### config.mk
export PLATFORM = sky130hd
export DESIGN_NAME = mem_arbiter
export DESIGN_NICKNAME = d
export VERILOG_FILES = /design/src/rtl/mem_arbiter.sv
export SDC_FILE = /design/constraint.sdc
export NUM_CORES = 1
export LEC_CHECK = 0
export ABC_AREA = 1
export ABC_CLOCK_PERIOD_IN_PS = 2000
export BUFFER_PORTS_ARGS = -buffer_cell sky130_fd_sc_hd__buf_4
export CAP_MARGIN = 0
export CORE_UTILIZATION = 50
export DETAILED_ROUTE_END_ITERATION = 10
export PLACE_DENSITY = 0.85
export SLEW_MARGIN = 20
export SYNTH_ARGS = -nofsm -noshare
export SYNTH_HDL_FRONTEND = slang
export SYNTH_SLANG_ARGS = --single-unit
### constraint.sdc
create_clock -name clk -period 2 [get_ports clk]
set_input_delay 0.1 -clock clk [delete_from_list [all_inputs] [get_ports clk]]
set_output_delay 0.1 -clock clk [all_outputs]
set_load 0.02 [all_outputs]
### src/rtl/mem_arbiter.sv
// mem_arbiter: shares one single-port unified memory between the instruction
// fetch port and the load/store port. Each access runs IDLE -> ISSUE -> WAIT
// (MEM_LAT cycles) -> ACK, so back-to-back accesses take MEM_LAT+3 cycles.
// Build option: define ARB_RR_EN for round-robin tie-breaking between the two
// ports; when undefined the data port always wins a tie.
module mem_arbiter #(
  parameter int ADDR_W  = 32,
  parameter int DATA_W  = 32,
  parameter int MEM_LAT = 1
) (
  input  logic              clk,
  input  logic              rst,
  input  logic              if_req,
  input  logic [ADDR_W-1:0] if_addr,
  output logic              if_ack,
  output logic [DATA_W-1:0] if_rdata,
  input  logic              d_req,
  input  logic              d_we,
  input  logic [ADDR_W-1:0] d_addr,
  input  logic [DATA_W-1:0] d_wdata,
  output logic              d_ack,
  output logic [DATA_W-1:0] d_rdata,
  output logic              mem_en,
  output logic              mem_we,
  output logic [ADDR_W-3:0] mem_addr,
  output logic [DATA_W-1:0] mem_wdata,
  input  logic [DATA_W-1:0] mem_rdata,
  output logic              busy,
  output logic              stall
);

  typedef enum logic [1:0] {IDLE, ISSUE, WAIT, ACK} state_t;

  localparam logic [3:0] LAT4 = 4'(MEM_LAT);

  state_t     state;
  logic [3:0] count;
  logic       owner_d;    // 1: current access belongs to the data port
  logic       lat_we;     // latched store flag of the current access
  logic       pick_data;  // arbitration result for this cycle
  logic       unused;

`ifdef ARB_RR_EN
  logic       last_d;     // 1: most recent grant went to the data port
`endif

  // The wait counter is 4 bits wide, so latencies beyond 15 cannot be honoured.
  generate
    if (MEM_LAT < 1 || MEM_LAT > 15) begin : g_lat_check
      $error("mem_arbiter: MEM_LAT must be within 1..15");
    end
  endgenerate

  // Byte-offset bits never reach the memory; word accesses only.
  assign unused = ^{if_addr[1:0], d_addr[1:0]};

  // Requesters hold their pipelines while a request is waiting for its ack.
  assign stall = (if_req & ~if_ack) | (d_req & ~d_ack);

  // Winner selection when the arbiter is idle.
  always_comb begin
    pick_data = d_req;
`ifdef ARB_RR_EN
    pick_data = d_req & (~if_req | ~last_d);
`endif
  end

  // Access sequencer: latches the winner, strobes memory once, waits, acks.
  always_ff @(posedge clk) begin
    if (rst) begin
      state     <= IDLE;
      count     <= 4'd0;
      owner_d   <= 1'b0;
      lat_we    <= 1'b0;
      if_ack    <= 1'b0;
      d_ack     <= 1'b0;
      if_rdata  <= '0;
      d_rdata   <= '0;
      mem_en    <= 1'b0;
      mem_we    <= 1'b0;
      mem_addr  <= '0;
      mem_wdata <= '0;
      busy      <= 1'b0;
`ifdef ARB_RR_EN
      last_d    <= 1'b0;
`endif
    end else begin
      if_ack <= 1'b0;
      d_ack  <= 1'b0;
      mem_en <= 1'b0;
      mem_we <= 1'b0;
      case (state)
        IDLE: begin
          if (if_req || d_req) begin
            owner_d <= pick_data;
            lat_we  <= pick_data & d_we;
            mem_we  <= pick_data & d_we;
            mem_en  <= 1'b1;
            busy    <= 1'b1;
            if (pick_data) begin
              mem_addr  <= d_addr[ADDR_W-1:2];
              mem_wdata <= d_wdata;
            end else begin
              mem_addr  <= if_addr[ADDR_W-1:2];
            end
`ifdef ARB_RR_EN
            last_d  <= pick_data;
`endif
            state   <= ISSUE;
          end
        end
        ISSUE: begin
          count <= LAT4;
          state <= WAIT;
        end
        WAIT: begin
          count <= count - 4'd1;
          if (count == 4'd1) begin
            if (!owner_d) begin
              if_rdata <= mem_rdata;
              if_ack   <= 1'b1;
            end else begin
              if (!lat_we) d_rdata <= mem_rdata;
              d_ack <= 1'b1;
            end
            state <= ACK;
          end
        end
        ACK: begin
          busy  <= 1'b0;
          state <= IDLE;
        end
        default: state <= IDLE;
      endcase
    end
  end

endmodule

# --- Word-level counts from Yosys, hierarchy flattened ---
# Index checks and enable logic that the tools add are counted.
op_classes:
  n_addsub: 1
  eq_ne: 6
  muxes: 10
  bitwise: 12
  n_reduce_logical: 13
ops:
  columns: ["cell", "count"]
  rows:
  - ["2-to-1 mux 30 bit", 1]
  - ["inverter 1 bit", 8]
  - ["case mux 2 bit (4 select lines)", 1]
  - ["case mux 4 bit (2 select lines)", 1]
  - ["AND reduction 2 bit", 3]
  - ["AND reduction 3 bit", 2]
  - ["OR reduction 3 bit", 2]
  - ["== test 2 bit, second input constant", 2]
  - ["== test 4 x 1 -> 1 bit, second input constant", 1]
  - ["2-to-1 mux 1 bit", 4]
  - ["2-to-1 mux 2 bit", 2]
  - ["inequality test 2 bit, second input constant", 2]
  - ["AND reduction 4 bit", 1]
  - ["nonzero test 2 bit", 2]
  - ["subtractor 4 x 1 -> 4 bit, second input constant", 1]
  - ["AND 1 bit", 3]
  - ["== test 2 x 1 -> 1 bit, second input constant", 1]
  - ["logical NOT 2 bit", 1]
  - ["case mux 1 bit (2 select lines)", 1]
  - ["OR reduction 2 bit", 1]
  - ["logical OR 1 bit", 1]
  - ["bitwise OR 1 bit", 1]
totals:
  register_bits: 139
  elab_cells: 55

# --- Depth between registers and ports, before layout ---
# Gate-level depths: netlist of the first run.
logic_depth:
  word_depth: 3
  depth_mapped: 8
  depth_no_buf: 7

# --- Least setup slack after synthesis of the first run ---
# Ideal clock, no wire load.
synth_path:
  path_kind: "register to register"
  startpoint: "register state[0]"
  endpoint: "register d_rdata[23]"
  setup_time_ns: 0.113
  arrival_time_ns: 1.264
  required_time_ns: 1.887
  slack_ns: 0.623
  stages_incl_launch_ff: 9
  path_buffers: 1
  synth_period_minus_slack_ns: 1.377
  cell_sequence: "dfxtp_1 > inv_1 > ha_1 > nand3_2 > nor2_8 > buf_6 > nand2_1 > nand2_1 > nor2_1"
synth_between:
  elab_chain_len: 2
synth_rtl:
  columns: ["item", "line_no", "text"]
  rows:
  - ["start, declared", "36", "state_t state;"]
  - ["start signal, assigned", "71", "state <= IDLE;"]
  - ["start signal, assigned", "109", "state <= ISSUE;"]
  - ["start signal, assigned", "114", "state <= WAIT;"]
  - ["== test 2 bit", "92", "case (state)"]
  - ["AND reduction 4 bit (no source line)", null, null]
  - ["end signal, assigned", "123", "if (!lat_we) d_rdata <= mem_rdata;"]
  - ["end, declared", "22", "output logic [DATA_W-1:0] d_rdata,"]
# No other way between the ends.
# A chain may end at the register's enable or synchronous reset.

# --- Worst setup path after layout of the first run ---
layout_path:
  startpoint: "register state[0]"
  endpoint: "register d_rdata[26]"
# The elaborated chain is that of the path after synthesis.

==> results of run 1 <==
==> what timing repair did <==
| action | CTS | global route |
|---|---|---|
| hold endpoints to repair | 61 | 0 |
| hold buffers | 53 | 0 |
| buffers inserted | 0 | 0 |
==> sequential cells by signal, indices dropped and copies added, names as in the netlist <==
register and flops:
owner_d 1, if_rdata 32, mem_en 1, if_ack 1, mem_wdata 32, count 4
mem_we 1, mem_addr 30, state 2, d_rdata 32, d_ack 1, lat_we 1
busy 1
==> where the power goes <==
group | internal [mW] | switching (mW)
clock network | 1.96 | 1.19
registers | 3.35 | 0.327
logic | 1.42 | 2.17
==> layer usage <==
layer / track usage (%) / share of wire, % / up-vias
met5: 0 / 0 / -
met4: 17.0 / 4.3 / 0
met3: 9.46 / 7.1 / 61
met2: 53.2 / 51 / 255
met1: 31.1 / 38 / 2736
li1: - / - / 3063
==> final cells by class <==
class                           instances  area share [%]
Multi-Input combinational cell        584            27.5
Tap cell                              140            2.00
Sequential cell                       139            31.8
Inverter                               47            2.03
Clock buffer                           18            4.91
Clock inverter                         13            1.92
Timing Repair Buffer                  323            29.8
==> metrics by stage <==
stage / cells / utilization [%] / area [µm²] / total power, mW / worst slack (ns)
5_1_grt: 1264 / 80.0 / 8740 / 11.0 / 0.225
3_5_place_dp: 1180 / 69.7 / 7620 / 7.12 / 0.400
3_3_place_gp: 1180 / 69.7 / 7620 / 7.05 / 0.441
4_1_cts: 1264 / 80.0 / 8740 / 10.4 / 0.389
2_1_floorplan: 815 / - / 5640 / 5.73 / 0.623
6_report: 1264 / 80.0 / 8740 / 10.4 / 0.363
==> cells by family (layout without fill, tap and decap cells) <==
group | Yosys count | in the layout | synth area share (%)
AND/OR/NAND/NOR | 502 | 502 | 34.5
flip-flops | 139 | 139 | 49.3
buffers and inverters | 92 | 401 | 8.05
AO/OA/AOI/OAI | 76 | 76 | 6.81
adder cells (fa/ha/maj) | 6 | 6 | 1.33
==> worst paths after layout <==
| path | from | endpoint | slack, ns | depth (start not counted) |
|---|---|---|---|---|
| worst min register to register | if_rdata[25] | if_rdata[25] | 0.48 | 2 |
| worst max-delay path | state[0] | d_rdata[26] | 0.36 | 8 |
| worst min-delay path | mem_rdata[15] | d_rdata[15] | 0.009 | 5 |
| worst max register to register | state[0] | d_rdata[26] | 0.36 | 8 |
==> worst register-to-register path: stages (launching register included) <==
cell and delay (ns):
dfxtp_1 0.32, inv_1 0.10, ha_1 0.30, nand3_2 0.16
nor2_8 0.14, buf_12 0.25, nand2_1 0.13, nand2_1 0.07
nor2_1 0.04
==> cell usage after synthesis (all sizes together) <==
cell	count	area share, %
o21ai	67	5.9
dfxtp	139	49
and3	2	0.22
inv	46	3.1
nor2	264	18
a21oi	7	0.62
clkinv	1	0.066
nor3	4	0.35
clkbuf	16	1.1
o22ai	1	0.11
nand3	3	0.35
buf	29	3.9
ha	6	1.3
o21a	1	0.13
nand2	229	15
==> results by group, run 1 <==
Floorplan
  – CORE AREA: 10900 µm²
  – # rows: 38
  – Die height: 108 µm
  – Starting density of the core: 51.6%
  – Die Area: 11700 µm²
  – Io pins: 265
  – Die Span X: 108 µm

Routing
  – ANT nets after route: 0
  – Detailed Routing Iterations Pass 1: 5
  – Wire per inst: 13.5 µm
  – # DRC: 0
  – DR iter-0 viols: 468
  – Final wirelength: 17100 µm
  – Routed vias/inst: 4.84
  – Vias: 6115

Final layout
  – Area grow syn2layout: 55.0%
  – Multi-input combinational cell area: 2400 µm²
  – Layout cells sized above 1: 27.4%
  – Antenna diodes: 0
  – Reg area: 2780 µm²
  – Final-layout fill cell count: 739
  – Commonest non-fill, non-tap cell in the layout: buf_4
  – Most frequent cells in the layout: buf_4, nor2_1, nand2_1
  – Nets: 1251

Worst setup path
  – Worst setup SP type: register
  – CP bufs+invs: 2
  – CP Class: reg -> reg
  – Max incr delay on CP: 0.32 ns
  – Worst path slowest cell: dfxtp_1
  – Crit-path most repeated cell: nand2_1
  – Crit-path max FO: 64
  – CP Data Arrival Time: 1.94 ns
  – CP Capture Type: register
  – CP required: 2.30 ns
  – CP Cell Sequence: inv_1 -> ha_1 -> nand3_2 -> nor2_8 -> buf_12 -> nand2_1 -> nand2_1 -> nor2_1
  – Cell family with most CP delay: simple AND/OR/NAND/NOR gates

STA
  – Worst-Margin Slew: 0.948 ns
  – Layout Skew: 0.0121 ns
  – RSZ-0062 raised after global routing: no
  – Final Max Tran Viols: 0
  – Final Setup Violations: 0
  – Max frequency: 0.611 GHz
  – Slew margin rel.: 36.7%
  – Period utilization: 81.9%
  – Worst Hold Slack: 0.00926 ns
  – Tmin final: 1.64 ns
  – Setup tns final: 0 ns
  – Final Hold Viols: 0

Hold path
  – Min-delay worst type: in -> reg

Placed design
  – Detailed Place HPWL: 10500 µm
  – Final Wtd Congestion: 0.822
  – I/O Buffers: 260

GRT
  – Global route overflow: 0
  – First-pass GRT wire length: 27300 µm
  – Initial antenna violation count: 0
  – Pin count of the biggest net entering global routing: 65
  – Vias in the first global route: 5953
  – GRT Total Usage: 30.0%

Clocking
  – CTS sink count: 139
  – Clock root buffer: clkbuf_16
  – CTS clk-pin slew, worst paths: 0.06 ns
  – Htree depth: 4
  – TritonCTS clock tree: built
  – Clock Latency Late Sink: 0.41 ns
  – Post-CTS Resized: 0
  – CTS Buf Count: 17
  – CTS Buffer Depth: 2

Pwr
  – PwrDens: 1190 nW/µm²
  – Leak Pwr: 4.41 nW
  – Worst vdd ir: 0.718 mV

Yosys
  – Netlist cell types: 22
  – Post-synthesis sequential area ratio: 49.3%
  – Synth Warn #: 0
  – Syn Nets: 954
  – Post-Synthesis Cells: 815
  – Seq cells post-synth: 139
  – Mapped cell area: 5640 µm²
  – Avg Cell Area, Syn: 6.92 µm²

Run
  – MaxCap Viol Count: 0

Run status
  – Run status: finished clean
No activity file was read; power rests on OpenSTA's default activity.
==> run 2: changes to the inputs <==
--- a/config.mk
+++ b/config.mk
@@ -6,12 +6,12 @@
 export NUM_CORES = 1
 export LEC_CHECK = 0
 export ABC_AREA = 1
-export ABC_CLOCK_PERIOD_IN_PS = 2000
+export ABC_CLOCK_PERIOD_IN_PS = 1400
 export BUFFER_PORTS_ARGS = -buffer_cell sky130_fd_sc_hd__buf_4
 export CAP_MARGIN = 0
-export CORE_UTILIZATION = 50
+export CORE_UTILIZATION = 42
 export DETAILED_ROUTE_END_ITERATION = 10
-export PLACE_DENSITY = 0.85
+export PLACE_DENSITY = 0.76
 export SLEW_MARGIN = 20
 export SYNTH_ARGS = -nofsm -noshare
 export SYNTH_HDL_FRONTEND = slang
==> constraint.sdc (replaced) <==
create_clock -name clk -period 1.4 [get_ports clk]
set_input_delay 0.07 -clock clk [delete_from_list [all_inputs] [get_ports clk]]
set_output_delay 0.07 -clock clk [all_outputs]
set_load 0.02 [all_outputs]
==> results by group, run 2 (synthesized netlist as in run 1, its figures left out) <==
GRT
  – GRT Total Usage: 28.0%
  – Met3 GRT Util: 8.38%
  – First-pass GRT wire length: 31200 µm
  – Pin count of the biggest net entering global routing: 47
  – GRT Max-Usage Layer: met2
  – Initial antenna violation count: 1
  – Met1 GRT Util: 31.1%
  – Global route overflow: 0
  – Vias in the first global route: 6353
  – Met2 GRT Util: 48.6%

Floorplan
  – Starting density of the core: 43.8%
  – Die height: 118 µm
  – CORE AREA: 12900 µm²
  – # rows: 41
  – Io pins: 265
  – Die Span X: 118 µm
  – Die Area: 13900 µm²

STA
  – Slew margin rel.: 78.1%
  – Period utilization: 98.6%
  – Max frequency: 0.724 GHz
  – Worst-Margin Slew: 0.328 ns
  – Layout Skew: 0.00441 ns
  – Final Max Tran Viols: 0
  – Final Hold Viols: 0
  – RSZ-0062 raised after global routing: yes
  – Tmin final: 1.38 ns
  – Final Setup Violations: 0

Clocking
  – CTS Buf Count: 17
  – Clock Latency Late Sink: 0.41 ns
  – CTS Buffer Depth: 2
  – TritonCTS clock tree: built
  – Clock root buffer: clkbuf_16
  – CTS sink count: 139
  – Htree depth: 4
  – CTS clk-pin slew, worst paths: 0.06 ns

Hold path
  – HP Start: d_addr[18]
  – Hold worst-path end: mem_addr[16]
  – Hold path cells: 5
  – Min-delay worst type: in -> reg

Final layout
  – Largest regs: d_rdata (32), if_rdata (32), mem_wdata (32)
  – Multi-input combinational cell area: 2590 µm²
  – Post-layout util: 77.7%
  – Reg area: 2790 µm²
  – Final-layout fill cell count: 808
  – Most frequent cells in the layout: buf_4, nor2_1, nand2_1
  – Nets: 1341
  – Layout cells sized above 1: 31.0%
  – Area grow syn2layout: 77.3%
  – Commonest non-fill, non-tap cell in the layout: buf_4

Run status
  – Run status: finished clean

Worst setup path
  – Worst setup SP type: register
  – Reg2Reg Setup Slack: 0.02 ns
  – FF-to-FF Start: state[1]
  – CP required: 1.71 ns
  – CP Data Arrival Time: 1.69 ns
  – CP Class: reg -> reg
  – Crit-path max FO: 16
  – RR Endpoint: mem_addr[24]
  – CP Capture Type: register
  – CP startpoint: state[1]
  – R2R cell count: 8

Pwr
  – Total power: 16.1 mW
  – Leak Pwr: 4.95 nW
  – PwrDens: 1610 nW/µm²
  – Worst vdd ir: 0.964 mV

Run
  – MaxCap Viol Count: 0

Placed design
  – I/O Buffers: 260
  – Detailed Place HPWL: 11000 µm
  – Final Wtd Congestion: 0.798

Routing
  – Final wirelength: 20000 µm
  – Detailed Routing Iterations Pass 1: 5
  – # DRC: 0
  – Wire per inst: 14.4 µm
  – Vias: 6655
  – DR iter-0 viols: 365
  – ANT nets after route: 0
  – Routed vias/inst: 4.79
run 2: repair_timing:
| action | CTS | global route |
|---|---|---|
| hold buffers | 119 | 0 |
| cloned | 1 | 8 |
| gates resized for setup | 5 | 62 |
| endpoints found under the hold margin | 127 | 0 |
| setup endpoints to repair | 23 | 128 |
| setup buffers | 0 | 1 |
| pin swaps | 1 | 11 |
run 2: metal layers:
metal	vias to the layer above	wire length [µm]
met5	-	0
met4	0	785
met3	64	1480
met2	304	10000
met1	3028	7750
li1	3259	-
run 2: critical path, stage by stage (launching register included):
cell	delay, ns
dfxtp_2	0.35
inv_1	0.11
ha_4	0.16
inv_1	0.06
nor2_4	0.14
inv_2	0.08
clkbuf_16	0.18
nor2_1	0.11
nor2_1	0.06
run 2: how the worst max path moves through the flow:
| stage | cells past startpoint | end | slack (ns) |
|---|---|---|---|
| after floorplan | 8 | d_rdata[23] | 0.02 |
| after global placement | 8 | d_rdata[1] | 0.008 |
| after detailed placement | 8 | d_rdata[0] | -0.04 |
| after CTS | 8 | mem_addr[29] | -0.01 |
| after global routing | 8 | mem_addr[24] | -0.05 |
| final | 8 | mem_addr[24] | 0.02 |
run 2: report_power, final:
group          internal [mW]  total, mW  switching [mW]
Combinational           2.58       5.98            3.40
Sequential              4.80       5.31           0.506
Clock                   3.12       4.80            1.69
Total                   10.5       16.1            5.59
run 2: metrics by stage:
| stage | cell area, µm² | std cells | worst slack, ns | hold slack [ns] | setup TNS (ns) |
|---|---|---|---|---|---|
| floorplan | 5640 | 815 | 0.0232 | 0.139 | 0 |
| global placement | 7800 | 1226 | 0.00826 | 0.269 | 0 |
| detailed placement | 7800 | 1226 | -0.0430 | 0.272 | -0.417 |
| CTS | 9670 | 1378 | -0.00958 | 0.00332 | -0.0211 |
| global route | 10000 | 1388 | -0.0505 | 0.0247 | -1.16 |
| finish | 10000 | 1388 | 0.0194 | 0.0118 | 0 |
run 2: area by class of cell:
| cell class | instances | area share, % |
|---|---|---|
| timing repair buffer | 412 | 35.9 |
| sequential | 139 | 27.9 |
| multi-input combinational | 585 | 25.9 |
| clock buffer | 21 | 4.70 |
| tap | 172 | 2.15 |
| inverter | 47 | 1.80 |
| clock inverter | 11 | 1.66 |
| antenna | 1 | 0.0250 |
